$ cat src/rtl/bbox_pkg.sv
// Shared constants for the blob bounding-box path: coordinate widths, the packed
// 26-bit box layout and the table controller state encoding.
package bbox_pkg;

    localparam int X_W    = 7;
    localparam int Y_W    = 6;
    localparam int BBOX_W = 26;

    localparam int XO_HI = 25;
    localparam int XO_LO = 19;
    localparam int YO_HI = 18;
    localparam int YO_LO = 13;
    localparam int XN_HI = 12;
    localparam int XN_LO = 6;
    localparam int YN_HI = 5;
    localparam int YN_LO = 0;

    // Cycles FLUSH waits for the last accepted pixel to reach the table
    localparam int FLUSH_CYCLES = 2;

    typedef enum logic [2:0] {
        ST_IDLE  = 3'd0,
        ST_ACCUM = 3'd1,
        ST_FLUSH = 3'd2,
        ST_DRAIN = 3'd3,
        ST_CLEAR = 3'd4
    } state_e;

    function automatic logic [BBOX_W-1:0] pack_box(
        input logic [X_W-1:0] xo,
        input logic [Y_W-1:0] yo,
        input logic [X_W-1:0] xn,
        input logic [Y_W-1:0] yn
    );
        return {xo, yo, xn, yn};
    endfunction

endpackage

$ cat src/rtl/bbox_merge_unit.sv
// Combinational merge of one pixel into a stored box: an empty entry becomes a
// single-point box, a populated entry grows to cover the pixel.
module bbox_merge_unit
    import bbox_pkg::*;
(
    input  logic              entry_valid_i,
    input  logic [BBOX_W-1:0] entry_i,
    input  logic [X_W-1:0]    x_i,
    input  logic [Y_W-1:0]    y_i,
    output logic [BBOX_W-1:0] entry_o
);

    logic [X_W-1:0] xo_cur;
    logic [Y_W-1:0] yo_cur;
    logic [X_W-1:0] xn_cur;
    logic [Y_W-1:0] yn_cur;
    logic [X_W-1:0] xo_new;
    logic [Y_W-1:0] yo_new;
    logic [X_W-1:0] xn_new;
    logic [Y_W-1:0] yn_new;

    always_comb begin
        xo_cur = entry_i[XO_HI:XO_LO];
        yo_cur = entry_i[YO_HI:YO_LO];
        xn_cur = entry_i[XN_HI:XN_LO];
        yn_cur = entry_i[YN_HI:YN_LO];

        // Ties keep the stored value
        xo_new = (x_i < xo_cur) ? x_i : xo_cur;
        yo_new = (y_i < yo_cur) ? y_i : yo_cur;
        xn_new = (x_i > xn_cur) ? x_i : xn_cur;
        yn_new = (y_i > yn_cur) ? y_i : yn_cur;

        if (entry_valid_i) begin
            entry_o = pack_box(xo_new, yo_new, xn_new, yn_new);
        end else begin
            entry_o = pack_box(x_i, y_i, x_i, y_i);
        end
    end

endmodule

$ cat src/rtl/bbox_table_ctrl.sv
// Per-frame bounding-box table: accumulates labelled pixels through a two-stage
// merge pipeline, streams populated boxes out at frame end, then clears the table.
module bbox_table_ctrl
    import bbox_pkg::*;
#(
    parameter int LABEL_W = 4
) (
    input  logic               clk,
    input  logic               rst,
    input  logic               frame_start,
    input  logic               frame_end,
    input  logic               pix_valid,
    input  logic [LABEL_W-1:0] pix_label,
    input  logic [X_W-1:0]     pix_x,
    input  logic [Y_W-1:0]     pix_y,
    output logic               out_valid,
    input  logic               out_ready,
    output logic [LABEL_W-1:0] out_label,
    output logic [BBOX_W-1:0]  out_bbox,
    output logic [LABEL_W:0]   obj_count,
    output logic               busy,
    output logic               frame_err
);

    localparam int DEPTH = 1 << LABEL_W;
    localparam int CNT_W = LABEL_W + 1;
    localparam logic [LABEL_W-1:0] LAST_IDX = '1;

    state_e state_q;
    state_e state_d;

    logic               flush_cnt_q;
    logic               flush_cnt_d;
    logic [LABEL_W-1:0] scan_idx_q;
    logic [LABEL_W-1:0] scan_idx_d;
    logic [CNT_W-1:0]   obj_count_q;
    logic [CNT_W-1:0]   obj_count_d;
    logic               frame_err_q;
    logic               frame_err_d;

    logic               s1_valid_q;
    logic [LABEL_W-1:0] s1_label_q;
    logic [X_W-1:0]     s1_x_q;
    logic [Y_W-1:0]     s1_y_q;

    logic [DEPTH-1:0]   tbl_valid_q;
    logic [BBOX_W-1:0]  box_mem [DEPTH];

    logic [LABEL_W-1:0] rd_addr;
    logic [BBOX_W-1:0]  rd_entry;
    logic [BBOX_W-1:0]  merged_entry;
    logic               entry_hit;
    logic               drain_advance;
    logic               flush_done;
    logic [CNT_W-1:0]   pop_count;

    // ------------------------------------------------------------------
    // FSM: state register
    // ------------------------------------------------------------------
    always_ff @(posedge clk) begin
        if (rst) begin
            state_q <= ST_IDLE;
        end else begin
            state_q <= state_d;
        end
    end

    // ------------------------------------------------------------------
    // FSM: next state
    // ------------------------------------------------------------------
    always_comb begin
        state_d = state_q;
        unique case (state_q)
            ST_IDLE:  if (frame_start)                         state_d = ST_ACCUM;
            ST_ACCUM: if (frame_end)                           state_d = ST_FLUSH;
            ST_FLUSH: if (flush_done)                          state_d = ST_DRAIN;
            ST_DRAIN: if (drain_advance && scan_idx_q == LAST_IDX) state_d = ST_CLEAR;
            ST_CLEAR:                                          state_d = ST_IDLE;
            default:                                           state_d = ST_IDLE;
        endcase
    end

    // ------------------------------------------------------------------
    // FSM: outputs
    // ------------------------------------------------------------------
    always_comb begin
        busy      = (state_q != ST_IDLE);
        out_valid = (state_q == ST_DRAIN) && tbl_valid_q[scan_idx_q];
        out_label = out_valid ? scan_idx_q : '0;
        out_bbox  = out_valid ? rd_entry : '0;
        obj_count = obj_count_q;
        frame_err = frame_err_q;
    end

    assign flush_done    = (flush_cnt_q == 1'(FLUSH_CYCLES - 1));
    // Empty indices step on without waiting for out_ready
    assign drain_advance = (state_q == ST_DRAIN) &&
                           (!tbl_valid_q[scan_idx_q] || out_ready);

    // ------------------------------------------------------------------
    // Control registers: flush timer, scan index, object count, error flag
    // ------------------------------------------------------------------
    always_comb begin
        pop_count = '0;
        for (int i = 0; i < DEPTH; i++) begin
            pop_count = pop_count + CNT_W'(tbl_valid_q[i]);
        end
    end

    always_comb begin
        flush_cnt_d = (state_q == ST_FLUSH) ? flush_cnt_q + 1'b1 : 1'b0;
        frame_err_d = frame_err_q | (frame_start && (state_q != ST_IDLE));
        obj_count_d = obj_count_q;
        scan_idx_d  = scan_idx_q;
        if (state_q == ST_FLUSH && flush_done) begin
            obj_count_d = pop_count;
            scan_idx_d  = '0;
        end else if (drain_advance) begin
            scan_idx_d  = scan_idx_q + 1'b1;
        end
    end

    always_ff @(posedge clk) begin
        if (rst) begin
            flush_cnt_q <= 1'b0;
            scan_idx_q  <= '0;
            obj_count_q <= '0;
            frame_err_q <= 1'b0;
        end else begin
            flush_cnt_q <= flush_cnt_d;
            scan_idx_q  <= scan_idx_d;
            obj_count_q <= obj_count_d;
            frame_err_q <= frame_err_d;
        end
    end

    // ------------------------------------------------------------------
    // Pipeline stage 1: capture qualified pixels
    // ------------------------------------------------------------------
    always_ff @(posedge clk) begin
        if (rst) begin
            s1_valid_q <= 1'b0;
        end else begin
            s1_valid_q <= pix_valid && (state_q == ST_ACCUM);
        end
    end

    always_ff @(posedge clk) begin
        s1_label_q <= pix_label;
        s1_x_q     <= pix_x;
        s1_y_q     <= pix_y;
    end

    // ------------------------------------------------------------------
    // Pipeline stage 2: read, merge, write back
    // The table read is asynchronous, so a write at the end of one cycle is
    // already visible to the next cycle's merge and no bypass path is needed.
    // DRAIN shares the read port since the pipeline is empty by then.
    // ------------------------------------------------------------------
    assign rd_addr   = (state_q == ST_DRAIN) ? scan_idx_q : s1_label_q;
    assign rd_entry  = box_mem[rd_addr];
    assign entry_hit = tbl_valid_q[s1_label_q];

    bbox_merge_unit u_merge (
        .entry_valid_i (entry_hit),
        .entry_i       (rd_entry),
        .x_i           (s1_x_q),
        .y_i           (s1_y_q),
        .entry_o       (merged_entry)
    );

    always_ff @(posedge clk) begin
        if (s1_valid_q) begin
            box_mem[s1_label_q] <= merged_entry;
        end
    end

    // Only the valid bits are cleared between frames; stale box data is ignored
    always_ff @(posedge clk) begin
        if (rst || state_q == ST_CLEAR) begin
            tbl_valid_q <= '0;
        end else if (s1_valid_q) begin
            tbl_valid_q[s1_label_q] <= 1'b1;
        end
    end

endmodule

$ cat config.mk
export PLATFORM = sky130hd
export DESIGN_NAME = bbox_table_ctrl
export DESIGN_NICKNAME = d
export VERILOG_FILES = /design/src/rtl/bbox_pkg.sv /design/src/rtl/bbox_merge_unit.sv /design/src/rtl/bbox_table_ctrl.sv
export SDC_FILE = /design/constraint.sdc
export NUM_CORES = 1
export LEC_CHECK = 0
export BUFFER_PORTS_ARGS = -buffer_cell sky130_fd_sc_hd__buf_2
export CELL_PAD_IN_SITES_DETAIL_PLACEMENT = 1
export CELL_PAD_IN_SITES_GLOBAL_PLACEMENT = 1
export CORE_ASPECT_RATIO = 0.5
export CORE_UTILIZATION = 50
export CTS_BUF_LIST = sky130_fd_sc_hd__clkbuf_16
export DETAILED_ROUTE_END_ITERATION = 12
export GPL_TIMING_DRIVEN = 1
export PLACE_DENSITY_LB_ADDON = 0.12
export SKIP_CTS_REPAIR_TIMING = 1
export SYNTH_ARGS = -nofsm -noshare
export SYNTH_HDL_FRONTEND = slang
export SYNTH_SLANG_ARGS = --single-unit
$ cat constraint.sdc
create_clock -name clk -period 6.7 [get_ports clk]
set_input_delay 0.67 -clock clk [delete_from_list [all_inputs] [get_ports clk]]
set_output_delay 0.67 -clock clk [all_outputs]
set_load 0.005 [all_outputs]
* After elaboration in Yosys (flattened, before gate mapping)
Memories as Yosys holds them, arrays and structs flattened.
Cells that the tools add are included.
** Operators by class
- Add/sub/neg operators :: 17
- Multiply operators :: 0
- Div/mod/pow operators :: 0
- Order comparisons :: 7
- Equal/unequal tests :: 9
- Shifts and indexed selects :: 0
- Mux-type cells :: 21
- Bitwise gates (word level) :: 3
- Reductions and logical operators :: 15
** Operators by type and width (number)
- $add A5 B1 Y5 :: 11
- $mux W26 :: 2
- $or A16 B16 Y16 :: 1
- $mux W7 :: 2
- $mux W3 :: 4
- $mux W6 :: 2
- $pmux W3 S4 :: 1
- $lt A4 B5 Y1 const B :: 2
- $bmux W1 S4 :: 2
- $mux W4 :: 2
- $ne A2 B2 Y1 const B :: 4
- $gt A7 B7 Y1 :: 1
- $logic_and A1 B1 Y1 :: 7
- $lt A7 B7 Y1 :: 1
- $eq A3 B2 Y1 const B :: 2
- $gt A6 B6 Y1 :: 1
- $lt A6 B6 Y1 :: 1
- $add A4 B1 Y5 :: 1
- $mux W1 :: 5
- $add A3 B1 Y4 :: 1
- $add A4 B1 Y4 const B :: 1
- $demux W1 S4 :: 1
- $eq A4 B4 Y1 const B :: 1
- $ge A4 B1 Y1 const B :: 1
- 13 further kinds :: 15
** Storage, ports and cells
- Flip-flop bits (word level) :: 48
- Bits in latches :: 0
- RAM bits :: 416
- Memory bits (read-only) :: 0
- Output and inout port bits :: 38
- Logic and storage cells :: 83
- Memories :: 1
** Memory list
- box_mem :: words 16, bits a word 26, read ports 1, clocked after memory_dff 0, wr ports 1, line bbox_table_ctrl.sv:47 : logic [BBOX_W-1:0] box_mem [DEPTH];

* Logic depth before layout (Yosys ltp)
- Word-level depth :: 15
- Depth in mapped cells :: 20

* Hierarchy
From an unflattened synthesis, not the netlist that was laid out.
** Second synthesis, totals
- Cells, all modules :: 1500
- Area total of the unflattened synthesis :: 20504.7 um2
** By module, submodules not included
- bbox_table_ctrl :: instances 1, cells each 1326, area each 19220.9 um2, sequential area each 13452.9 um2
- bbox_merge_unit :: instances 1, cells each 174, area each 1283.7 um2, sequential area each 0.0 um2

* Least setup slack after synthesis
OpenSTA, ideal clock, no wires.
- Path kind :: flip-flop to flip-flop
- Start point :: register state_q[2]
- End point :: memory box_mem[0][14] (data pin)
- Library setup time :: 0.296 ns
- Arrival :: 3.697 ns
- Required time :: 6.404 ns
- Slack :: 2.707 ns
- Cell stages (with the launch flop) :: 18
- Path buffers :: 4
- Cell sequence :: dfxtp_1 buf_4 and4b_1 a21o_1 buf_4 buf_2 buf_1 nand2_1 nand3_1 nand4_1 and3_1 ha_1 a211oi_1 nor2_1 nor3_1 a21oi_1 a21oi_2 mux2i_1
** Between the ends
- Word-level cells in the longest chain between the ends :: 6
** RTL lines
- start: declaration :: line bbox_table_ctrl.sv:29 : state_e state_q;
- start signal: assignment :: line bbox_table_ctrl.sv:64 : state_q <= state_d;
- $eq A3 B2 Y1 (*) :: line bbox_table_ctrl.sv:160 : assign rd_addr = (state_q == ST_DRAIN) ? scan_idx_q : s1_label_q;
- $mux W4 (*) :: line bbox_table_ctrl.sv:160
- $mem_v2 Z16 W26 (*)
- $lt A6 B6 Y1 :: line bbox_merge_unit.sv:30 : yo_new = (y_i < yo_cur) ? y_i : yo_cur;
- $mux W6 (*) :: line bbox_merge_unit.sv:30
- $mux W26 (*) :: line bbox_merge_unit.sv:34 : if (entry_valid_i) begin
- net merged_entry[14] :: line bbox_table_ctrl.sv:51 : logic [BBOX_W-1:0] merged_entry;
- end: declaration :: line bbox_table_ctrl.sv:47
The timed path passes the listed nets; every way through them passes the cells marked *.

* Worst setup path after layout
- Start point :: register state_q[0]
- End point :: memory box_mem[11][16] (data pin)
The elaborated chain is that of the path after synthesis.

==> impl_metrics.ini <==
[global_routing]
grt_pass1_vias = 13358
track_usage_pct = 27.5
grt_first_pass_wirelength_mm = 82.2
antenna_found_initial = 0
grt_max_degree = 55
grt-ovfl-total = 0

[sta]
rsz0062_at_grt = false
finalSetupViolations = 0
drv_slew = 0
max_slew_margin_pct = 11.5
fin_crit_ps = 5670
worst_pin_slew_ps = 1330
finalWorstSetupSlack_ps = 1030
fmax_ghz = 0.176
hold_viol = 0
final.setup.tns_ps = 0
fin_crit_sh_pct = 84.7
skew_ps = 13.8

[floorplan]
io_pins = 61
dieHeight_um = 143
start_util_pct = 50.8
dieArea_sq_mm = 0.0404
die_width_um = 283
placementRows = 51
floorplan.core_area_sq_mm = 0.0389

[logic_synthesis]
ys_warn_count = 0
synth_enable_flop_cells = 416
synth_cell_type_count = 57
synthArstFlopShare_pct = 0
dominantRegCellSynth = edfxtp_1
yosysSeqAreaShare_pct = 68.0
syn_nets = 1570
syn_inst = 1507
syn_area_sq_mm = 0.0198
syn_avg_cell_area_sq_um = 13.1
ys_ff_latch = 464

[clock_tree]
h-tree-depth = 2
cts_buffers = 43
clk_latency_ps = 560
cts_root_buf = clkbuf_16
cts_tree = yes
cts.sinks = 464
clkTransAtPathRegs_ps = 70
cts_max_path_buffers = 3

[route]
drt-wirelength-per-cell_um = 25.8
drc_errors = 0
drtIter0Drc = 1234
vias = 12794
postRouteAntennaNets = 0
firstDrtPassIters = 7
via_per_inst = 6.00
drt_wl_total_mm = 54.9

[power]
powerDensity_mw_per_mm2 = 280
p_leak_nw = 8.18
peakVddDrop_mv = 0.169

[final_layout]
final_cell_area_sq_mm = 0.0222
multi_input_area_sq_mm = 0.00592
regArea_sq_mm = 0.0135
final_layout_size_suffix_gt1_share_pct = 13.7
n_fill_cell = 3854
fin_nets = 1633
syn2layout_area_growth_pct = 12.2
num_antenna_cells = 0

[place]
io_buffer_count = 60
hpwl_mm = 32.9
pre_cts_slack_ps = 1190
routabilityCongestion = 0.857
placed_area_sq_mm = 0.0208

[critical_path]
path_max_fanout = 25
crit_required_ps = 6880
cp-end-kind = flop
worstPathArrival_ps = 5860
critPathKind = flop to flop
start_kind = flop

[outcome]
outcome = complete, no violations

[flow_run]
cap_violations = 0

[worst_hold_path]
hold_class = primary input to flop
metrics by stage:
stage          total power [mW]  hold WS (ps)  utilization (%)  instances
3_3_place_gp               3.84           408             53.6       2055
3_5_place_dp               3.87           416             53.6       2055
4_1_cts                    6.25           186             57.0       2132
2_1_floorplan              3.67           400                -       1507
6_report                   6.21           215             57.0       2132
5_1_grt                    6.40           192             57.0       2132
report_power, final:
group | total, mW | internal, mW | switching [mW]
Clock | 2.40 | 1.33 | 1.07
Sequential | 3.21 | 3.18 | 0.0365
Combinational | 0.603 | 0.198 | 0.405
final timing paths:
path | startpoint | endpoint | slack [ps] | cells after the start
setup reg to reg | state_q[0]$_SDFFE_PP0P_ | box_mem[11][16]$_DFFE_PP_ | 1030 | 13
hold reg to reg | flush_cnt_q$_SDFF_PP0_ | flush_cnt_q$_SDFF_PP0_ | 430 | 1
setup / recovery | state_q[0]$_SDFFE_PP0P_ | box_mem[11][16]$_DFFE_PP_ | 1030 | 13
hold / removal | pix_x[6] | s1_x_q[6]$_DFF_P_ | 210 | 1
synth_stat cells, drive strengths merged, types with 4 or more instances:
cell | number | area [sq um]
o22ai | 4 | 25.0
ha | 30 | 375
nor2b | 11 | 68.8
a32oi | 18 | 165
nand3 | 159 | 796
a211oi | 11 | 82.6
nand3b | 6 | 57.6
nand4 | 15 | 93.8
and3 | 7 | 43.8
and4b | 5 | 50.1
and2 | 22 | 138
inv | 46 | 173
clkbuf | 30 | 113
o21a | 20 | 150
edfxtp | 416 | 12500
nor2 | 39 | 146
a21oi | 24 | 143
o2111ai | 5 | 43.8
o221ai | 13 | 114
mux4 | 8 | 180
a21o | 8 | 60.1
nand2 | 328 | 1230
buf | 53 | 268
fa | 10 | 200
nand2b | 5 | 31.3
nor3 | 9 | 45.0
o21ai | 10 | 50.0
dfxtp | 48 | 961
mux2 | 22 | 248
mux2i | 98 | 981
logic make-up (layout without fill, tap and decap cells):
group                      after synthesis  in the layout  synth area share [%]
AOI/OAI and AO/OA                      130            130                  5.05
xor gates and xnor gates                 5              5                 0.222
adders and majority gates               40             40                  2.91
buffers and inverters                  129            224                  2.80
DFF                                    464            464                  68.0
muxes                                  128            128                  7.13
and+or+nand+nor                        611            611                  13.8
layer usage:
metal | wire length (um) | GRT usage [%]
met5 | 0 | 0
met4 | 1320 | 7.65
met3 | 3470 | 4.74
met1 | 24500 | 38.1
met2 | 25600 | 44.9
worst max-delay path, cell delays in order, from the launching register on:
cell and delay, ps:
dfxtp_1 600, nand3b_4 330, a21oi_4 830, nor2_1 300
a32oi_1 250, nand4_1 110, and3_1 220, ha_1 310
a211oi_1 270, nor2_1 120, nor3_1 390, a21oi_1 170
a21oi_2 360, mux2i_1 1030
cell type report:
cell class / instances / area share (%)
clock buffer: 45 / 5.07
clock inverter: 32 / 0.992
inverter: 46 / 0.778
multi-input combinational: 914 / 26.7
sequential: 464 / 60.6
tap: 530 / 2.99
timing repair buffer: 101 / 2.85
flip-flops by register name, summed over array words and instances, names as in the netlist:
| signal | cells |
|---|---|
| box_mem | 416 |
| flush_cnt_q | 1 |
| frame_err | 1 |
| obj_count | 5 |
| s1_label_q | 4 |
| s1_valid_q | 1 |
| s1_x_q | 7 |
| s1_y_q | 6 |
| scan_idx_q | 4 |
| state_q | 3 |
| tbl_valid_q | 16 |
cell usage in the layout (no fill, tap or decap), drive strengths merged, types with 3 or more instances in the layout:
master / synthesis / routed
a211oi: 11 / 11
fa: 10 / 10
o221ai: 13 / 13
clkinvlp: 0 / 3
edfxtp: 416 / 416
clkinv: 0 / 15
mux4: 8 / 8
nor2b: 11 / 11
and4b: 5 / 5
bufinv: 0 / 3
a21oi: 24 / 24
a2111oi: 3 / 3
nand2: 328 / 328
nor3: 9 / 9
buf: 53 / 101
xor2: 3 / 3
and2: 22 / 22
dfxtp: 48 / 48
and3: 7 / 7
nor2: 39 / 39
a221oi: 3 / 3
o2111ai: 5 / 5
nand2b: 5 / 5
inv: 46 / 57
mux2: 22 / 22
clkbuf: 30 / 45
ha: 30 / 30
a32oi: 18 / 18
mux2i: 98 / 98
o22ai: 4 / 4
o21ai: 10 / 10
nand3: 159 / 159
a21o: 8 / 8
o21a: 20 / 20
nand4: 15 / 15
nand3b: 6 / 6
Power figures use the tool's default switching activity.
